`config.mk`:
```
export PLATFORM = sky130hd
export DESIGN_NAME = mul_8x8_seq
export DESIGN_NICKNAME = d
export VERILOG_FILES = /design/src/rtl/mul_seq_pkg.sv /design/src/rtl/mul_4x4_exact.sv /design/src/rtl/mul_8x8_seq.sv
export SDC_FILE = /design/constraint.sdc
export NUM_CORES = 1
export LEC_CHECK = 0
export BUFFER_PORTS_ARGS = -buffer_cell sky130_fd_sc_hd__buf_2
export CORE_ASPECT_RATIO = 1.4
export CORE_MARGIN = 4
export CORE_UTILIZATION = 35
export DETAILED_ROUTE_END_ITERATION = 8
export PLACE_DENSITY = 0.62
export SKIP_LAST_GASP = 1
export SLEW_MARGIN = 20
export SYNTH_ARGS = -nofsm -noshare
export SYNTH_HDL_FRONTEND = slang
export SYNTH_SLANG_ARGS = --single-unit
```
`constraint.sdc`:
```
create_clock -name clk -period 7.18 [get_ports clk]
set_input_delay 0.359 -clock clk [delete_from_list [all_inputs] [get_ports clk]]
set_output_delay 0.359 -clock clk [all_outputs]
set_load 0.01 [all_outputs]
```
`src/rtl/mul_seq_pkg.sv`:
```
// Shared constants, state encodings and operand payload for the sequential 8x8 multiplier.
package mul_seq_pkg;

  localparam int unsigned W_OP    = 8;
  localparam int unsigned W_NIB   = 4;
  localparam int unsigned N_STEPS = 4;
  localparam int unsigned W_STEP  = 2;
  localparam int unsigned W_PROD  = 2 * W_OP;
  localparam int unsigned W_PP    = 2 * W_NIB;

  localparam logic [1:0] IDLE = 2'b00;
  localparam logic [1:0] MUL  = 2'b01;
  localparam logic [1:0] DONE = 2'b10;

  typedef struct packed {
    logic [W_OP-1:0] a;
    logic [W_OP-1:0] b;
  } operands_t;

endpackage

```
`src/rtl/mul_4x4_exact.sv`:
```
// Exact unsigned 4x4 combinational multiplier, the single shared partial-product unit.
module mul_4x4_exact
  import mul_seq_pkg::*;
(
  input  logic [W_NIB-1:0] x,
  input  logic [W_NIB-1:0] y,
  output logic [W_PP-1:0]  p_c
);

  assign p_c = W_PP'(x) * W_PP'(y);

endmodule

```
`src/rtl/mul_8x8_seq.sv`:
```
// Unsigned 8x8 multiplier built from one 4x4 multiplier stepped over four nibble pairs,
// with valid/ready handshakes on both sides.
module mul_8x8_seq
  import mul_seq_pkg::*;
(
  input  logic              clk,
  input  logic              rst,
  input  logic              in_valid,
  output logic              in_ready,
  input  logic [W_OP-1:0]   a,
  input  logic [W_OP-1:0]   b,
  output logic              out_valid,
  input  logic              out_ready,
  output logic [W_PROD-1:0] product,
  output logic              busy
);

  localparam logic [W_STEP-1:0] LAST_STEP = W_STEP'(N_STEPS - 1);

  logic [1:0]        state, state_nxt;
  logic [W_STEP-1:0] step, step_nxt;
  operands_t         ops, ops_nxt;
  logic [W_PROD-1:0] acc, acc_nxt;
  logic [W_PROD-1:0] product_nxt;
  logic              in_ready_nxt, out_valid_nxt, busy_nxt;

  logic [W_NIB-1:0]  nib_a_c, nib_b_c;
  logic [W_PP-1:0]   pp_c;
  logic [W_PROD-1:0] term_c, sum_c;

  // step[0] picks the high nibble of a, step[1] the high nibble of b
  always_comb begin
    nib_a_c = step[0] ? ops.a[W_OP-1:W_NIB] : ops.a[W_NIB-1:0];
    nib_b_c = step[1] ? ops.b[W_OP-1:W_NIB] : ops.b[W_NIB-1:0];
  end

  mul_4x4_exact u_mul (
    .x   (nib_a_c),
    .y   (nib_b_c),
    .p_c (pp_c)
  );

  // Partial-product weight is 4 bits per high nibble involved; max sum 0xFE01 never carries out
  always_comb begin
    unique case (step)
      2'd0:    term_c = W_PROD'(pp_c);
      2'd1,
      2'd2:    term_c = W_PROD'(pp_c) << W_NIB;
      default: term_c = W_PROD'(pp_c) << (2 * W_NIB);
    endcase
    sum_c = acc + term_c;
  end

  always_comb begin
    state_nxt   = state;
    step_nxt    = step;
    ops_nxt     = ops;
    acc_nxt     = acc;
    product_nxt = product;
    unique case (state)
      IDLE: begin
        if (in_valid && in_ready) begin
          ops_nxt   = '{a: a, b: b};
          acc_nxt   = '0;
          step_nxt  = '0;
          state_nxt = MUL;
        end
      end
      MUL: begin
        acc_nxt  = sum_c;
        step_nxt = step + W_STEP'(1);
        if (step == LAST_STEP) begin
          product_nxt = sum_c;
          state_nxt   = DONE;
        end
      end
      DONE: begin
        if (out_valid && out_ready) state_nxt = IDLE;
      end
      default: state_nxt = IDLE;
    endcase
    in_ready_nxt  = (state_nxt == IDLE);
    out_valid_nxt = (state_nxt == DONE);
    busy_nxt      = (state_nxt != IDLE);
  end

  always_ff @(posedge clk) begin
    if (rst) begin
      state     <= IDLE;
      step      <= '0;
      ops       <= '0;
      acc       <= '0;
      product   <= '0;
      in_ready  <= 1'b1;
      out_valid <= 1'b0;
      busy      <= 1'b0;
    end else begin
      state     <= state_nxt;
      step      <= step_nxt;
      ops       <= ops_nxt;
      acc       <= acc_nxt;
      product   <= product_nxt;
      in_ready  <= in_ready_nxt;
      out_valid <= out_valid_nxt;
      busy      <= busy_nxt;
    end
  end

endmodule

```
; ---- Word level (Yosys, flattened, before mapping)
; Index checks and enable logic that the tools add are counted.
[classes]
n_mul = 1
reduce_logical = 11
n_eq_ne = 7
muxes = 11
addsub = 2
[op_table]
columns = cell, n
row1 = 16-bit case mux with 2 select lines, 2
row2 = 16-bit adder, 1
row3 = 16-bit 2-to-1 mux, 1
row4 = 2-bit equality test (second input constant), 4
row5 = 4-bit by 4-bit multiplier with 8-bit output, 1
row6 = 2-bit 2-to-1 mux, 4
row7 = 4-bit 2-to-1 mux, 2
row8 = 2-bit logical NOT, 3
row9 = 2-bit case mux with 3 select lines, 1
row10 = 2-bit AND reduction, 3
row11 = 2-bit by 1-bit equality test with 1-bit output (second input constant), 2
row12 = 2-bit case mux with 2 select lines, 1
row13 = 2-bit nonzero test, 2
row14 = 2-bit by 1-bit adder with 2-bit output (second input constant), 1
row15 = 1-bit logical AND, 2
row16 = 2-bit != test (second input constant), 1
row17 = 2-bit OR reduction, 1
[totals]
ff_bits = 55
out_inout_bits = 19

; ---- Longest topological paths before layout
[depth]
depth_word = 5
mapped_depth = 22

; ---- Hierarchy
; A second synthesis with hierarchy kept.
[unflattened]
hier_cells = 416
hier_area_um2 = 3370.7
[modules_own_cells]
columns = mod, area_per_inst_um2, cells_each, instances
row1 = mul_8x8_seq, 2921.6, 365, 1
row2 = mul_4x4_exact, 449.2, 51, 1

; ---- Worst setup path after synthesis
; Ideal clock, no wire load.
[synth_timing]
path_kind = register to register
from = reg step[0]
to = reg product[15]
t_arrival_ns = 5.099
required_ns = 7.115
n_path_buf = 1
stages_incl_launch_ff = 23
setup_time_ns = 0.065
path_slack_ns = 2.016
period_less_slack_ns = 5.164
path_cell_list = dfxtp_1 clkbuf_1 mux2i_1 or2_1 fa_1 inv_1 fa_1 ha_1 a21oi_1 o21ai_1 o21a_1 nor3_1 nor2_1 a22oi_1 nor2_1 ha_1 a21o_1 a31oi_1 a311oi_1 o32a_2 xnor3_1 o21a_1 nor2_1
[synth_via]
elab_chain_cells = 4
[synth_rtl]
columns = element, line_no
row1 = from (decl), mul_8x8_seq.sv:21  ; logic [W_STEP-1:0] step, step_nxt;
row2 = from (signal assigned), mul_8x8_seq.sv:99  ; step <= step_nxt;
row3 = "4-bit 2-to-1 mux, or another cell as far along", mul_8x8_seq.sv:33  ; nib_a_c = step[0] ? ops.a[W_OP-1:W_NIB] : ops.a[W_NIB-1:0];
row4 = 4-bit by 4-bit multiplier with 8-bit output or 2-bit OR reduction (tied branches), "mul_4x4_exact.sv:10, mul_8x8_seq.sv:45"
row5 = 16-bit case mux with 2 select lines, mul_8x8_seq.sv:45  ; unique case (step)
row6 = 16-bit adder, mul_8x8_seq.sv:51  ; sum_c = acc + term_c;
row7 = to (signal assigned), mul_8x8_seq.sv:102  ; product <= product_nxt;
row8 = to (decl), mul_8x8_seq.sv:14  ; output logic [W_PROD-1:0] product,
; Parallel ways exist; a longest one is shown, timed or not.
; A chain may end at the register's enable or synchronous reset.

; ---- Final worst setup path
; Ends and elaborated chain as after synthesis.

==> results.yml <==
sta:
  final.setup.tns_ps: 0
  finalHoldViolations: 0
  layout_setup_ws_ps: 1660
  skew_ps: 8.24
  fin_crit_ps: 5520
  setup_violations: 0
  rsz0062_at_grt: "no"
  clock.fmax_mhz: 181
  worstMarginPinSlew_ps: 987
  slew_violations: 0
  whs_ps: 298
  maxSlewHeadroom_pct: 34.2
  period_share_pct: 76.8
place:
  io_buffers: 38
  dpl.hpwl_um: 5930
  placed_area_mm2: 0.00352
  dp_slack_ps: 1670
  dp_cells: 537
  gp_congestion: 0.883
die:
  initial_core_util_pct: 35.9
  core_area_mm2: 0.00908
  fp.dieH_um: 122
  io_pins: 39
  die_x_um: 89.6
  rows: 41
  die-area_mm2: 0.0110
detailed_routing:
  drt_wl_total_um: 7910
  via_count: 2887
  drc: 0
  postRouteAntennaNets: 0
  drtPass1Iterations: 4
  wl_per_cell_um: 14.5
  via_per_inst: 5.30
  drtIter0Drc: 125
synthesis:
  synth_ff_type: "dfxtp_1"
  yosysMostFrequentCell: "nand2_1"
  seq_area_frac_synth_pct: 33.8
  synth_area_leaders: "dfxtp_1 34%, ha_1 11%, a21oi_1 8.1%"
  synth_area_leader_cell: "dfxtp_1"
  async_flop_share_pct: 0
  yosysWarnings: 0
  synth_edf_count: 0
  yosys-top-cells-count: "68 x nand2_1, 55 x dfxtp_1, 53 x a21oi_1, 46 x nor2_1, 29 x ha_1"
  synth.net_count: 465
  synth_cells: 411
  synth.avg_cell_area_um2: 7.94
  ys_ff_latch: 55
  synthDistinctLibCells: 40
  synth_area_mm2: 0.00326
  synth_largest_type_area_fraction_pct: 33.8
critical_path:
  crit_path_start: "step[0]"
  cp_cell_sequence: "mux2i_1 > or2_1 > fa_1 > inv_1 > fa_1 > ha_1 > a21oi_1 > o21ai_1 > o21a_1 > nor3_1 > nor2_1 > a22oi_1 > nor2_1 > ha_1 > a21o_1 > a31oi_1 > a311oi_1 > o32a_2 > xnor3_1 > o21a_1 > nor2_1"
  reg2reg_depth: 21
  path_max_fanout: 8
  crit_type: "reg -> reg"
  start_kind: "register"
  r2r_start: "step[0]"
  regToRegSetupSlack_ps: 1660
  critical-path-max-stage-delay_ps: 560
  end_kind: "register"
  crit_path_top_delay_cell: "dfxtp_1"
  rr_endpoint: "product[15]"
  cp.required_ps: 7410
  cp.arrival_ps: 5750
  worst_path_most_repeated_cell: "nor2_1"
clock_network:
  path_clk_slew_ps: 80
  post_cts_resized: 0
  cts_buffer_depth: 2
  ctsHoldBuffers: 0
  cts_tree: "yes"
  cts_setup_buffers: 0
  numCtsBuffers: 5
  worstSkewPairLatency_ps: 300
  htreeDepth: 2
  clockRootBuffer: "clkbuf_16"
  cts.sink_count: 55
power:
  seq_power_share_pct: 48.9
  power_switching_mw: 0.182
  power_mw: 0.657
  pwr-share-clk_pct: 39.7
  vdd_drop_max_uv: 112
  comb_power_share_pct: 11.4
  swShare_pct: 27.8
  p_int_mw: 0.474
  p_per_area_mw_per_mm2: 178
  power_leakage_nw: 1.59
grt:
  grt_overflow: 0
  grt_pass1_wl_um: 13100
  grt_pass1_vias: 2779
  grt.total_usage_pct: 15.1
  grt_max_degree: 57
  antenna_found_initial: 0
layout:
  num-fill-cells: 954
  seq_area_mm2: 0.00110
  layoutNonFillerInstCount: 545
  diodes: 0
  design_area_mm2: 0.00368
  synthToLayoutAreaGrowth_pct: 12.9
  nets: 491
  drive_above_1_share_pct: 11.6
  multi_input_area_mm2: 0.00202
  postLayoutCoreUtil_pct: 40.5
worst_hold_path:
  hold_class: "in -> reg"
  min_to: "ops[14]"
  min_from: "a[6]"
  whs_path_depth: 3
run_status:
  status: "finished clean"
run:
  maxCapViolCount: 0
==> area by class of cell <==
class / count / share of cell area [%]
multi-input combinational: 319 / 54.9
sequential: 55 / 29.9
timing repair buffer: 40 / 5.57
clock buffer: 5 / 3.40
inverter: 16 / 1.63
tap: 107 / 3.64
clock inverter: 3 / 0.918
==> worst max-delay path: cells and delay by family, from the launching register on <==
| kind | cells | cell delay (ps) |
|---|---|---|
| buf+inv | 1 | 60 |
| fa+ha+maj | 4 | 1720 |
| xor+xnor | 1 | 330 |
| flops | 1 | 560 |
| mux | 1 | 230 |
| compound gates | 9 | 1900 |
| simple gates | 5 | 660 |
==> sequential cells by signal (all words and copies together) (netlist names) <==
name and count:
in_ready 1, ops 16, out_valid 1, busy 1, acc 16, state 2, product 16, step 2
==> power groups by stage <==
stage,combinational (mW),sequential (mW),clock [mW]
final,0.0749,0.321,0.260
after global routing,0.0837,0.323,0.278
after CTS,0.0755,0.321,0.267
after detailed placement,0.0753,0.329,0
after global placement,0.0733,0.329,0
after floorplan,0.0543,0.326,0
==> kinds of logic after synthesis <==
group	synth area share, %
AOI/OAI and AO/OA	18.8
adders and majority gates	14.2
buffers and inverters	4.26
and+or+nand+nor	21.5
DFF	33.8
muxes	2.76
xor gates and xnor gates	4.72
==> worst max path at each step <==
stage                             end  slack (ps)
after floorplan           product[15]        2020
after global placement    product[15]        1820
after detailed placement      acc[15]        1670
after CTS                 product[15]        1650
after global routing      product[14]        1080
final                     product[15]        1660
==> layout by cell type, fill, tap and decap left out, drive strengths merged, types with 2 or more instances in the layout <==
| master | synthesis | layout |
|---|---|---|
| xor2 | 6 | 6 |
| ha | 29 | 29 |
| and2 | 5 | 5 |
| mux2i | 9 | 9 |
| fa | 5 | 5 |
| nor2 | 46 | 46 |
| inv | 16 | 18 |
| a21oi | 53 | 53 |
| dfxtp | 55 | 55 |
| xnor2 | 9 | 9 |
| o21bai | 2 | 2 |
| a31oi | 6 | 6 |
| o21ai | 15 | 15 |
| o21a | 5 | 5 |
| clkbuf | 21 | 5 |
| buf | 0 | 40 |
| nor3 | 3 | 3 |
| nand2 | 68 | 68 |
| a311oi | 2 | 2 |
| a21o | 4 | 4 |
| or2 | 3 | 3 |
| nand3 | 13 | 13 |
| nand3b | 4 | 4 |
| nand4b | 3 | 3 |
| nand2b | 5 | 5 |
| nor2b | 4 | 4 |
| a22oi | 5 | 5 |
| a22o | 4 | 4 |
==> routing by layer <==
layer	wire length (um)	track usage, %	vias up
met3	276	1.75	8
met2	4110	26.9	50
met4	131	4.75	0
li1	-	-	1461
met1	3400	18.4	1368
met5	0	0	-
Power figures use the tool's default switching activity.
